$ cat src/rtl/gpu_mem_pkg.sv
// Shared GPU memory-side types and SDRAM port constants.
// Used by the FPGA-to-SDRAM read arbiter and its grant selector.
package gpu_mem_pkg;

  typedef enum logic [1:0] {
    IDLE  = 2'd0,
    ISSUE = 2'd1,
    DATA  = 2'd2
  } arb_state_t;

  localparam int SDRAM_ADDR_W  = 29;
  localparam int SDRAM_BURST_W = 8;
  localparam int SDRAM_DATA_W  = 64;

endpackage

$ cat src/rtl/rr_arbiter.sv
// Combinational next-grant selector: round-robin from last_grant+1, or fixed
// priority (index 0 highest) when SDRAM_ARB_FIXED_PRIO_EN is defined.
module rr_arbiter #(
  parameter int N     = 2,
  parameter int IDX_W = 1
) (
  input  logic [N-1:0]     req,
  input  logic [IDX_W-1:0] last_grant,
  output logic [N-1:0]     gnt_oh,
  output logic [IDX_W-1:0] gnt_idx
);

`ifdef SDRAM_ARB_FIXED_PRIO_EN
  logic unused_last_grant;
  assign unused_last_grant = ^last_grant;

  // Walk from the lowest priority up so the lowest set index wins.
  always_comb begin
    gnt_oh  = '0;
    gnt_idx = '0;
    for (int i = N - 1; i >= 0; i--) begin
      if (req[i]) begin
        gnt_oh    = '0;
        gnt_oh[i] = 1'b1;
        gnt_idx   = IDX_W'(i);
      end
    end
  end
`else
  // Offsets walked farthest-first so offset 1 (last_grant+1) overrides all.
  always_comb begin
    logic [31:0] j;
    gnt_oh  = '0;
    gnt_idx = '0;
    j       = '0;
    for (int k = N; k >= 1; k--) begin
      j = (32'(last_grant) + 32'(k)) % 32'(N);
      if (req[j]) begin
        gnt_oh    = '0;
        gnt_oh[j] = 1'b1;
        gnt_idx   = j[IDX_W-1:0];
      end
    end
  end
`endif

endmodule

$ cat src/rtl/sdram_read_arbiter.sv
// Shares the HPS f2h_sdram0 read port between NUM_MASTERS fabric readers, one
// whole burst at a time. Define SDRAM_ARB_FIXED_PRIO_EN for fixed priority.
module sdram_read_arbiter
  import gpu_mem_pkg::*;
#(
  parameter int NUM_MASTERS = 2,
  parameter int ADDR_W      = SDRAM_ADDR_W,
  parameter int BURST_W     = SDRAM_BURST_W,
  parameter int DATA_W      = SDRAM_DATA_W
) (
  input  logic                           clk_clk,
  input  logic                           reset_reset,
  input  logic [NUM_MASTERS-1:0]         m_read,
  input  logic [NUM_MASTERS*ADDR_W-1:0]  m_address,
  input  logic [NUM_MASTERS*BURST_W-1:0] m_burstcount,
  output logic [NUM_MASTERS-1:0]         m_waitrequest,
  output logic [DATA_W-1:0]              m_readdata,
  output logic [NUM_MASTERS-1:0]         m_readdatavalid,
  output logic                           sdram_read,
  output logic [ADDR_W-1:0]              sdram_address,
  output logic [BURST_W-1:0]             sdram_burstcount,
  input  logic                           sdram_waitrequest,
  input  logic [DATA_W-1:0]              sdram_readdata,
  input  logic                           sdram_readdatavalid,
  output logic                           busy
);

  localparam int IDX_W = $clog2(NUM_MASTERS);

  logic [NUM_MASTERS-1:0][ADDR_W-1:0]  addr_a;
  logic [NUM_MASTERS-1:0][BURST_W-1:0] bc_a;

  for (genvar i = 0; i < NUM_MASTERS; i++) begin : g_unpack
    assign addr_a[i] = m_address[i*ADDR_W +: ADDR_W];
    assign bc_a[i]   = m_burstcount[i*BURST_W +: BURST_W];
  end

  arb_state_t         state_q, state_d;
  logic [IDX_W-1:0]   grant_q, grant_d;
  logic [IDX_W-1:0]   last_grant_q, last_grant_d;
  logic [BURST_W-1:0] beats_left_q, beats_left_d;

  logic [NUM_MASTERS-1:0] arb_oh;
  logic [IDX_W-1:0]       arb_idx;
  logic [BURST_W-1:0]     sel_bc;

  rr_arbiter #(
    .N     (NUM_MASTERS),
    .IDX_W (IDX_W)
  ) u_arb (
    .req        (m_read),
    .last_grant (last_grant_q),
    .gnt_oh     (arb_oh),
    .gnt_idx    (arb_idx)
  );

  // A zero burstcount is illegal on Avalon; issue and count it as one beat.
  assign sel_bc = (bc_a[grant_q] == '0) ? BURST_W'(1) : bc_a[grant_q];

  assign sdram_address    = addr_a[grant_q];
  assign sdram_burstcount = sel_bc;
  assign m_readdata       = sdram_readdata;
  assign busy             = (state_q != IDLE);

  always_comb begin
    state_d         = state_q;
    grant_d         = grant_q;
    last_grant_d    = last_grant_q;
    beats_left_d    = beats_left_q;
    sdram_read      = 1'b0;
    m_waitrequest   = '1;
    m_readdatavalid = '0;
    case (state_q)
      IDLE: begin
        if (|arb_oh) begin
          grant_d = arb_idx;
          state_d = ISSUE;
        end
      end
      ISSUE: begin
        sdram_read             = m_read[grant_q];
        m_waitrequest[grant_q] = sdram_waitrequest;
        // Master withdrew before acceptance: abandon without issuing.
        if (!m_read[grant_q]) begin
          state_d = IDLE;
        end else if (!sdram_waitrequest) begin
          beats_left_d = sel_bc;
          last_grant_d = grant_q;
          state_d      = DATA;
        end
      end
      DATA: begin
        if (sdram_readdatavalid) begin
          m_readdatavalid[grant_q] = 1'b1;
          beats_left_d             = beats_left_q - BURST_W'(1);
          if (beats_left_q == BURST_W'(1)) state_d = IDLE;
        end
      end
      default: state_d = IDLE;
    endcase
  end

  always_ff @(posedge clk_clk or posedge reset_reset) begin
    if (reset_reset) begin
      state_q      <= IDLE;
      grant_q      <= '0;
      last_grant_q <= IDX_W'(NUM_MASTERS - 1);
      beats_left_q <= '0;
    end else begin
      state_q      <= state_d;
      grant_q      <= grant_d;
      last_grant_q <= last_grant_d;
      beats_left_q <= beats_left_d;
    end
  end

endmodule
$ cat config.mk
export PLATFORM = sky130hd
export DESIGN_NAME = sdram_read_arbiter
export DESIGN_NICKNAME = d
export VERILOG_FILES = /design/src/rtl/gpu_mem_pkg.sv /design/src/rtl/rr_arbiter.sv /design/src/rtl/sdram_read_arbiter.sv
export SDC_FILE = /design/constraint.sdc
export NUM_CORES = 1
export LEC_CHECK = 0
export CORE_AREA = 2 2 98 100
export CTS_CLUSTER_DIAMETER = 100
export DETAILED_ROUTE_END_ITERATION = 8
export DIE_AREA = 0 0 100 102
export PLACE_DENSITY = 0.78
export REMOVE_ABC_BUFFERS = 1
export SYNTH_ARGS = -nofsm -noshare
export SYNTH_HDL_FRONTEND = slang
export SYNTH_SLANG_ARGS = --single-unit
$ cat constraint.sdc
create_clock -name clk_clk -period 1.8 [get_ports clk_clk]
set_input_delay 0.36 -clock clk_clk [delete_from_list [all_inputs] [get_ports clk_clk]]
set_output_delay 0.36 -clock clk_clk [all_outputs]
set_load 0.01 [all_outputs]
==> results list, run 1 <==
- Maximum fanout along the worst path: 5
- The worst setup path is launched from a register.
- PnR Total Power: approximately 0.0039 W
* Final-report hold violation count: 0
- H-Tree Level Count: 1
* Per-cell via count in the routed design: 4.79
* FFs w/ async S/R, synth: 1.00
- The die covers 10,200 sq um.
- Setup violations remaining at the end of the flow were counted as 28.
- After detailed routing, the number of remaining DRC violations is 0.
* Initial Util: 0.195
- Type of element capturing the critical path: output port
- Including well taps, the total number of placed cells is 386.
- Standard cell area after detailed placement: around 2800 sq um
- The tree is rooted in a sky130_fd_sc_hd__clkbuf_8.
- Layout cells sized above 1: 0.470
- The worst-case IR drop observed on VDD is between 0.3 and 0.4 mV.
* Status: complete, but fails checks
* Total met3 wirelength after detailed routing: 3150 um
- Average cell area after synthesis: 8.82 sq um
* DR iter-0 viols: 107
* Post-synthesis sequential area ratio: 0.170
* Critical R2R Launch: grant_q$_DFFE_PP0P_
* Number of top-level pins: 251
- The first TritonRoute pass finished after 4 iterations.
- Data required time at the worst endpoint: between 1000 and 1500 ps
- The clock reaches the later pin of the worst-skew pair after 250 ps.
- Drt total wl: 14,500 um
- Layout fillers: 931
- Post-route minimum period: 1950 ps
* Number of placement rows: 35
* Post-synth top area share: 0.288
* Detailed placer's ending HPWL: about 13,000 um
- Fin cells: 407
- In this run, synthesis produced a sequential element count of 12.
- Routed signal wires occupy layers up through met5.
- Capturing instance or port of the critical path: sdram_burstcount[0]
- Setup Slack @ Placement: -795 ps
* Synthesized instance count: between 200 and 250
* Relative slew margins: 0.673
* Violated checks: setup timing
- Critical setup path kind: register to output port
* Worst Setup Slack, final: -148 ps
- Across every metal layer, demand over resource in global routing totals 0.269.
- At the pin with the least slew margin, the transition time is 486 ps.
* Unrepaired setup endpoints after global routing: yes
- For this run, the leading register cell type out of synthesis is sky130_fd_sc_hd__dfrtp_1.
- LEAKAGE: 1.38 nW
- Post-synth design cell area: 1770 sq um
* Maximum clock frequency: 0.513 GHz
- The initial antenna violation count is 0.
- Total length of routed met2 wires: 7070 um
- Largest cells by area after synthesis: sky130_fd_sc_hd__buf_4, sky130_fd_sc_hd__mux2_2, sky130_fd_sc_hd__dfrtp_1, sky130_fd_sc_hd__nand2_1, sky130_fd_sc_hd__a21oi_1
- The number of global-route vias before repair was 1,990.
- Across the routed clock network, the largest skew measured is 4.97 ps.
- The detailed router placed 1,949 vias in this run.
- Path category of the worst min-delay check: input pin to asynchronous set/reset pin
- The count of nets left with antenna violations once routing finished came out at 0.
- Launch point of the worst path: grant_q$_DFFE_PP0P_
- Die boundary height: 102 um
* Diode count: 0
* Library cell with the largest summed area after synthesis: sky130_fd_sc_hd__buf_4
* Ratio of total power to cell area: 1250 nW/um^2
- The worst register-to-register path has a depth of 6.
- At the worst endpoint, the arrival time is 1590 ps.
- The worst register-to-register path ends at beats_left_q[2]$_DFFE_PP0P_.
- Total number of nets in the final design: 443
- Across the run, the number of max-cap violations was 0.
- Floorplan die width: roughly 100 um
* Most frequently used cell type in the post-synthesis netlist: sky130_fd_sc_hd__buf_4
* Clock net sink count: 12
- Largest net degree at the start of global routing: 13
- Area of the core: 9110 sq um
- Yosys mapped the design onto 40 distinct sky130hd cell types.
* Wirelength per Cell: ~36 um
* CTS tree: yes
- Total overflow reported by the global router: 0
- Commonest cells post-synth: sky130_fd_sc_hd__buf_4, sky130_fd_sc_hd__mux2_2, sky130_fd_sc_hd__nand2_1
- Area overhead of the layout relative to synthesis: 74.2%
* Total of hold buffers inserted after clock tree synthesis: 0
- Cell area after layout: just over 3000 sq um
- Fin crit share: 1.08
- Setup slack of the worst register-to-register path: about 30 ps
- Cts bufs inserted: 3
* Yosys Warn Count: 0
* Wire length on met1: 2710 um
- Max-slew violations: 0
* Routability-driven placement congestion ratio: 0.997
- The first global-routing pass estimated 17,700 um of wire.
* Clock transition at the register clock pins on the worst setup and hold paths after CTS: about 60 ps
- Count of flip-flops with a built-in enable after synthesis: 0
* Deepest clock path buffer count: 2
- Count of buffers from port buffering: 122
## how the worst min path moves through the flow
| stage | startpoint | to | slack, ps |
|---|---|---|---|
| 2_1_floorplan | reset_reset | beats_left_q[0]$_DFFE_PP0P_ | 220 |
| 3_3_place_gp | last_grant_q$_DFFE_PP1P_ | last_grant_q$_DFFE_PP1P_ | 520 |
| 3_5_place_dp | beats_left_q[7]$_DFFE_PP0P_ | beats_left_q[7]$_DFFE_PP0P_ | 510 |
| 4_1_cts | reset_reset | beats_left_q[2]$_DFFE_PP0P_ | 440 |
| 5_1_grt | reset_reset | state_q[0]$_DFFE_PP0P_ | 470 |
| 6_report | reset_reset | beats_left_q[6]$_DFFE_PP0P_ | 440 |
## sequential cells by signal, indices dropped and copies added, names as in the netlist
register	flops
state_q	2
last_grant_q	1
beats_left_q	8
grant_q	1
## area by class of cell
class                           count  area, sq um  area share
Tap cell                          111          139      0.0450
Timing Repair Buffer              162         1560       0.506
Multi-Input combinational cell    113         1020       0.330
Clock buffer                        4         45.0      0.0146
Inverter                            5         18.8     0.00608
Sequential cell                    12          304      0.0984
## metrics by stage
step	setup TNS, ps	util	hold WS, ps
after floorplan	-12610	-	224
after global placement	-10130	0.304	517
after detailed placement	-10440	0.304	512
after CTS	-2330	0.321	444
after global routing	-3120	0.339	474
final	-1870	0.339	436
## kinds of logic after synthesis
logic type	share of synthesized area
adders and majority gates	0.0141
AOI/OAI and AO/OA	0.141
muxes	0.242
DFF	0.170
and+or+nand+nor	0.116
buffers and inverters	0.317
## where the power goes
group,switching (W),leakage [nW],internal (W)
sequential,0.000138,0.141,0.000408
combinational,0.00126,1.21,0.00179
clock,0.000104,0.0228,0.000156
## repair_timing
item	in CTS	in global routing
gates resized for setup	181	55
pin swaps	5	10
cloned	1	0
setup endpoints to repair	46	43
buffers inserted	10	6
## per-layer routing
metal / up-vias / track usage
li1: 824 / -
met1: 868 / 0.147
met2: 214 / 0.465
met3: 41 / 0.266
met4: 2 / 0.236
met5: - / 0.0481
## critical path, cell delays in order, from the launching register on
cell,delay (ps)
sky130_fd_sc_hd__dfrtp_2,410
sky130_fd_sc_hd__buf_12,150
sky130_fd_sc_hd__mux2i_4,240
sky130_fd_sc_hd__inv_2,70
sky130_fd_sc_hd__o31ai_4,270
sky130_fd_sc_hd__buf_2,200
## cells in the final DEF (no fill, tap or decap), types with 4 or more instances in the layout
cell and instances:
sky130_fd_sc_hd__clkdlybuf4s50_1 69, sky130_fd_sc_hd__buf_6 32, sky130_fd_sc_hd__buf_4 32, sky130_fd_sc_hd__mux2_2 29, sky130_fd_sc_hd__nand2_1 16, sky130_fd_sc_hd__dfrtp_1 9, sky130_fd_sc_hd__buf_2 8, sky130_fd_sc_hd__mux2_4 7
sky130_fd_sc_hd__dlygate4sd2_1 7, sky130_fd_sc_hd__a21oi_1 6, sky130_fd_sc_hd__dlymetal6s2s_1 6, sky130_fd_sc_hd__o21ai_0 5, sky130_fd_sc_hd__nor2_1 4, sky130_fd_sc_hd__inv_1 4, sky130_fd_sc_hd__nand2b_1 4
(Power assumes the default switching activity.)
==> inputs of run 2 (changes only) <==
--- a/config.mk
+++ b/config.mk
@@ -5,11 +5,11 @@
 export SDC_FILE = /design/constraint.sdc
 export NUM_CORES = 1
 export LEC_CHECK = 0
-export CORE_AREA = 2 2 98 100
+export CORE_AREA = 4 4 95 97
 export CTS_CLUSTER_DIAMETER = 100
 export DETAILED_ROUTE_END_ITERATION = 8
-export DIE_AREA = 0 0 100 102
-export PLACE_DENSITY = 0.78
+export DIE_AREA = 0 0 99 101
+export PLACE_DENSITY = 0.84
 export REMOVE_ABC_BUFFERS = 1
 export SYNTH_ARGS = -nofsm -noshare
 export SYNTH_HDL_FRONTEND = slang
==> run 2 against run 1 <==
Against the previous run:
- the run still ends with setup timing left
- worst hold slack worse by 19 ps
- via count grew 1.3%
- global-route usage decreased by 3.1 points
- worst setup slack better by 8.4 ps
- design area is 5.3% higher
- largest cell class unchanged
==> results list, run 2 (synthesis gave the netlist of run 1 again) <==
- Status: complete, but fails checks (unchanged).
- Violated checks: setup timing (unchanged)
- Via count of the first global-routing pass: 1,974 (was 1,990)
- The clock tree from TritonCTS is yes (unchanged).
- Transition time at the pin with the least slew margin: 517 ps (was 486 ps)
- Fin crit share: 1.08 (about the same)
- The worst hold path begins at sdram_waitrequest.
- The busiest layer in global routing is met2 (unchanged).
- Path category of the worst min-delay check: input pin to register (was input pin to asynchronous set/reset pin)
- Cts bufs inserted: 3 (unchanged)
- The x dimension of the die came to 99 um (was 100 um).
- Max VDD drop: 0.307 mV (was 0.313 mV)
- Arrival time at the worst endpoint: 1580 ps (was 1590 ps)
- The maximum number of pins on one net before global-route repair came to 15 (was 13).
- Clock root buffer: sky130_fd_sc_hd__clkbuf_8 (unchanged)
* Initial Util: 0.218 (was 0.195)
- Drt total wl: 13,200 um (was 14,500 um)
- Fin util: 0.400 (was 0.339)
* Number of placement rows: 33 (was 35)
- Cells traversed along the worst timing path: clkdlybuf4s50_1 > nor3_4 > a22oi_2 > o31ai_4 > buf_2 (was buf_12 > mux2i_4 > inv_2 > o31ai_4 > buf_2)
* Overall global routing resource usage: 0.238 (was 0.269)
- The number of maximum-capacitance constraint violations came to 0 (unchanged).
- Unrepaired setup endpoints after global routing: yes (unchanged)
- The first-pass GRT wire length came to 16,200 um (was 17,700 um).
- Diode count: 0 (unchanged)
- Cell with the largest stage delay on the worst path: sky130_fd_sc_hd__clkdlybuf4s50_1 (was sky130_fd_sc_hd__dfrtp_2)
- Initial DRT Pass Iterations: 4 (unchanged)
* Final TNS setup: -871 ps (was -1870 ps)
* Critical R2R Launch: grant_q$_DFFE_PP0P_ (unchanged)
- R2r worst-path depth: 8 (was 6)
- The placeable core region was 8130 sq um (was 9110 sq um).
- Clock net sink count: 12 (unchanged)
- The deepest clock path buffer count is 2 (unchanged).
* Max-slew violations: 0 (unchanged)
- The number of port buffers came to 122 (unchanged).
- Commonest cells after routing, fill and taps aside: sky130_fd_sc_hd__clkdlybuf4s50_1, sky130_fd_sc_hd__buf_6, sky130_fd_sc_hd__mux2_4 (was sky130_fd_sc_hd__clkdlybuf4s50_1, sky130_fd_sc_hd__buf_6, sky130_fd_sc_hd__buf_4).
- Routing usage on met3: 0.266 (about the same)
* Data required time at the worst endpoint: 1440 ps (about the same)
- The flip-flop count of the largest register, all copies and words added is 8 (unchanged).
* Worst Setup Slack, final: -139 ps (was -148 ps)
* Fraction of met2 tracks used by global routing: 0.447 (was 0.465)
- The DRC violation total after the first TritonRoute iteration is 74 (was 107).
* Die boundary height: 101 um (was 102 um)
- The share of layout cells above drive strength 1 came to 0.475 (was 0.470).
- The remaining antenna violation count was 0 (unchanged).
* Most frequent standard cell in the layout excluding fill and tap cells: sky130_fd_sc_hd__clkdlybuf4s50_1 (unchanged)
- Post-route minimum period: 1940 ps (was 1950 ps)
* Ratio of total power to cell area: 1270 nW/um^2 (was 1250 nW/um^2)
* Die footprint: 10000 sq um (was 10,200 sq um)
- The overflow left after global routing is 0 (unchanged).
- The tightest hold margin is 417 ps (was 436 ps).
- The maximum fanout along the worst path is 2 (was 5).
- Relative slew margins: 0.655 (was 0.673)
* Final routed DRC violation total: 0 (unchanged)
- The synthesis-to-finish area growth came to 83.5% (was 74.2%).
- Antenna violations before repair: 0 (unchanged)
- The maximum clock rate was 0.516 GHz (was 0.513 GHz).
* LEAKAGE: 1.48 nW (was 1.38 nW)
* Clock latency reported for the late side of the worst-skew pair: 240 ps (was 250 ps)
- WHS Path Cells: 3
- The maximum level of the CTS H-tree was 1 (unchanged).
- The type of the setup path with the least slack is input pin to output port (was register to output port).
* Setup slack of the worst register-to-register path: 60 ps (was 30 ps)
* PnR Total Power: 0.00414 W (was 0.00386 W)
- Vias after detailed routing: 1,975 (was 1,949)
* Clock transition at the register clock pins on the worst setup and hold paths after CTS: 60 ps (about the same)
* Finish-stage setup viols: 33 (was 28)
- The final hold violation count was 0 (unchanged).
- Type of element capturing the critical path: output port (unchanged)
- Standard cell area after detailed placement: 2810 sq um (was 2770 sq um)
- The net total in the final layout came to 444 (was 443).
- Biggest regs: beats_left_q x8, state_q x2 (unchanged)
- Per-cell via count in the routed design: 4.91 (was 4.79)
- The end of the worst register-to-register path was beats_left_q[6]$_DFFE_PP0P_ (was beats_left_q[2]$_DFFE_PP0P_).
* Clk_skew: 1.14 ps (was 4.97 ps)
- Hold Path End: state_q[0]$_DFFE_PP0P_
- The stage delay of the slowest cell on the critical path is 470 ps (was 410 ps).
- The routing usage on met1 is 0.140 (was 0.147).
* Detailed placer's ending HPWL: 10,900 um (was 13,100 um)
- Number of top-level pins: 251 (unchanged)
- Startpoint type of the worst setup path: input pin (was register)
* Reg with most FFs: beats_left_q (unchanged)
- The routed length per placed instance is 32.8 um (was 35.7 um).
* Cell area after layout: 3250 sq um (was 3090 sq um)
* Routability-driven placement congestion ratio: 0.940 (was 0.997)
## run 2: how the worst max path moves through the flow
stage	from	end	slack [ps]
floorplan	grant_q$_DFFE_PP0P_	sdram_burstcount[0]	-520
global placement	m_burstcount[10]	sdram_burstcount[0]	-660
detailed placement	m_burstcount[13]	sdram_burstcount[0]	-680
CTS	grant_q$_DFFE_PP0P_	sdram_burstcount[0]	-220
global route	grant_q$_DFFE_PP0P_	sdram_burstcount[0]	-180
finish	m_burstcount[5]	sdram_burstcount[0]	-140
## run 2: cell type report
cell class / count / area (sq um)
clock buffers: 4 / 55.1
multi-input cells: 113 / 1130
repair buffers: 163 / 1620
flip-flops and latches: 12 / 303
inverters: 5 / 18.8
fillers: 772 / 4880
well taps: 105 / 131
## run 2: metrics by stage
step | instances | setup slack (ps)
after floorplan | 129 | -523
after global placement | 384 | -663
after detailed placement | 384 | -680
after CTS | 398 | -219
after global routing | 402 | -185
final | 402 | -139
## run 2: where the power goes
group          total (W)  switching (W)  internal, W
clock           0.000304       0.000110     0.000194
combinational    0.00329        0.00132      0.00197
sequential      0.000553       0.000148     0.000405
## run 2: repair_timing
action,in CTS,in global routing
endpoints found under the setup margin,43,49
gates resized for setup,214,60
buffers inserted,8,11
pin swaps,5,9
hold buffers,0,0
cloned,2,1
## run 2: metal layers
metal	part of all wire	wire length, um
met5	0.0052	69
met4	0.020	269
met3	0.22	2960
met2	0.53	7050
met1	0.22	2860
## run 2: critical path, delay by kind of cell
kind,cells,cell delay (ps)
AND/OR/NAND/NOR,1,220
buffers and inverters,2,650
AO/OA/AOI/OAI,2,350
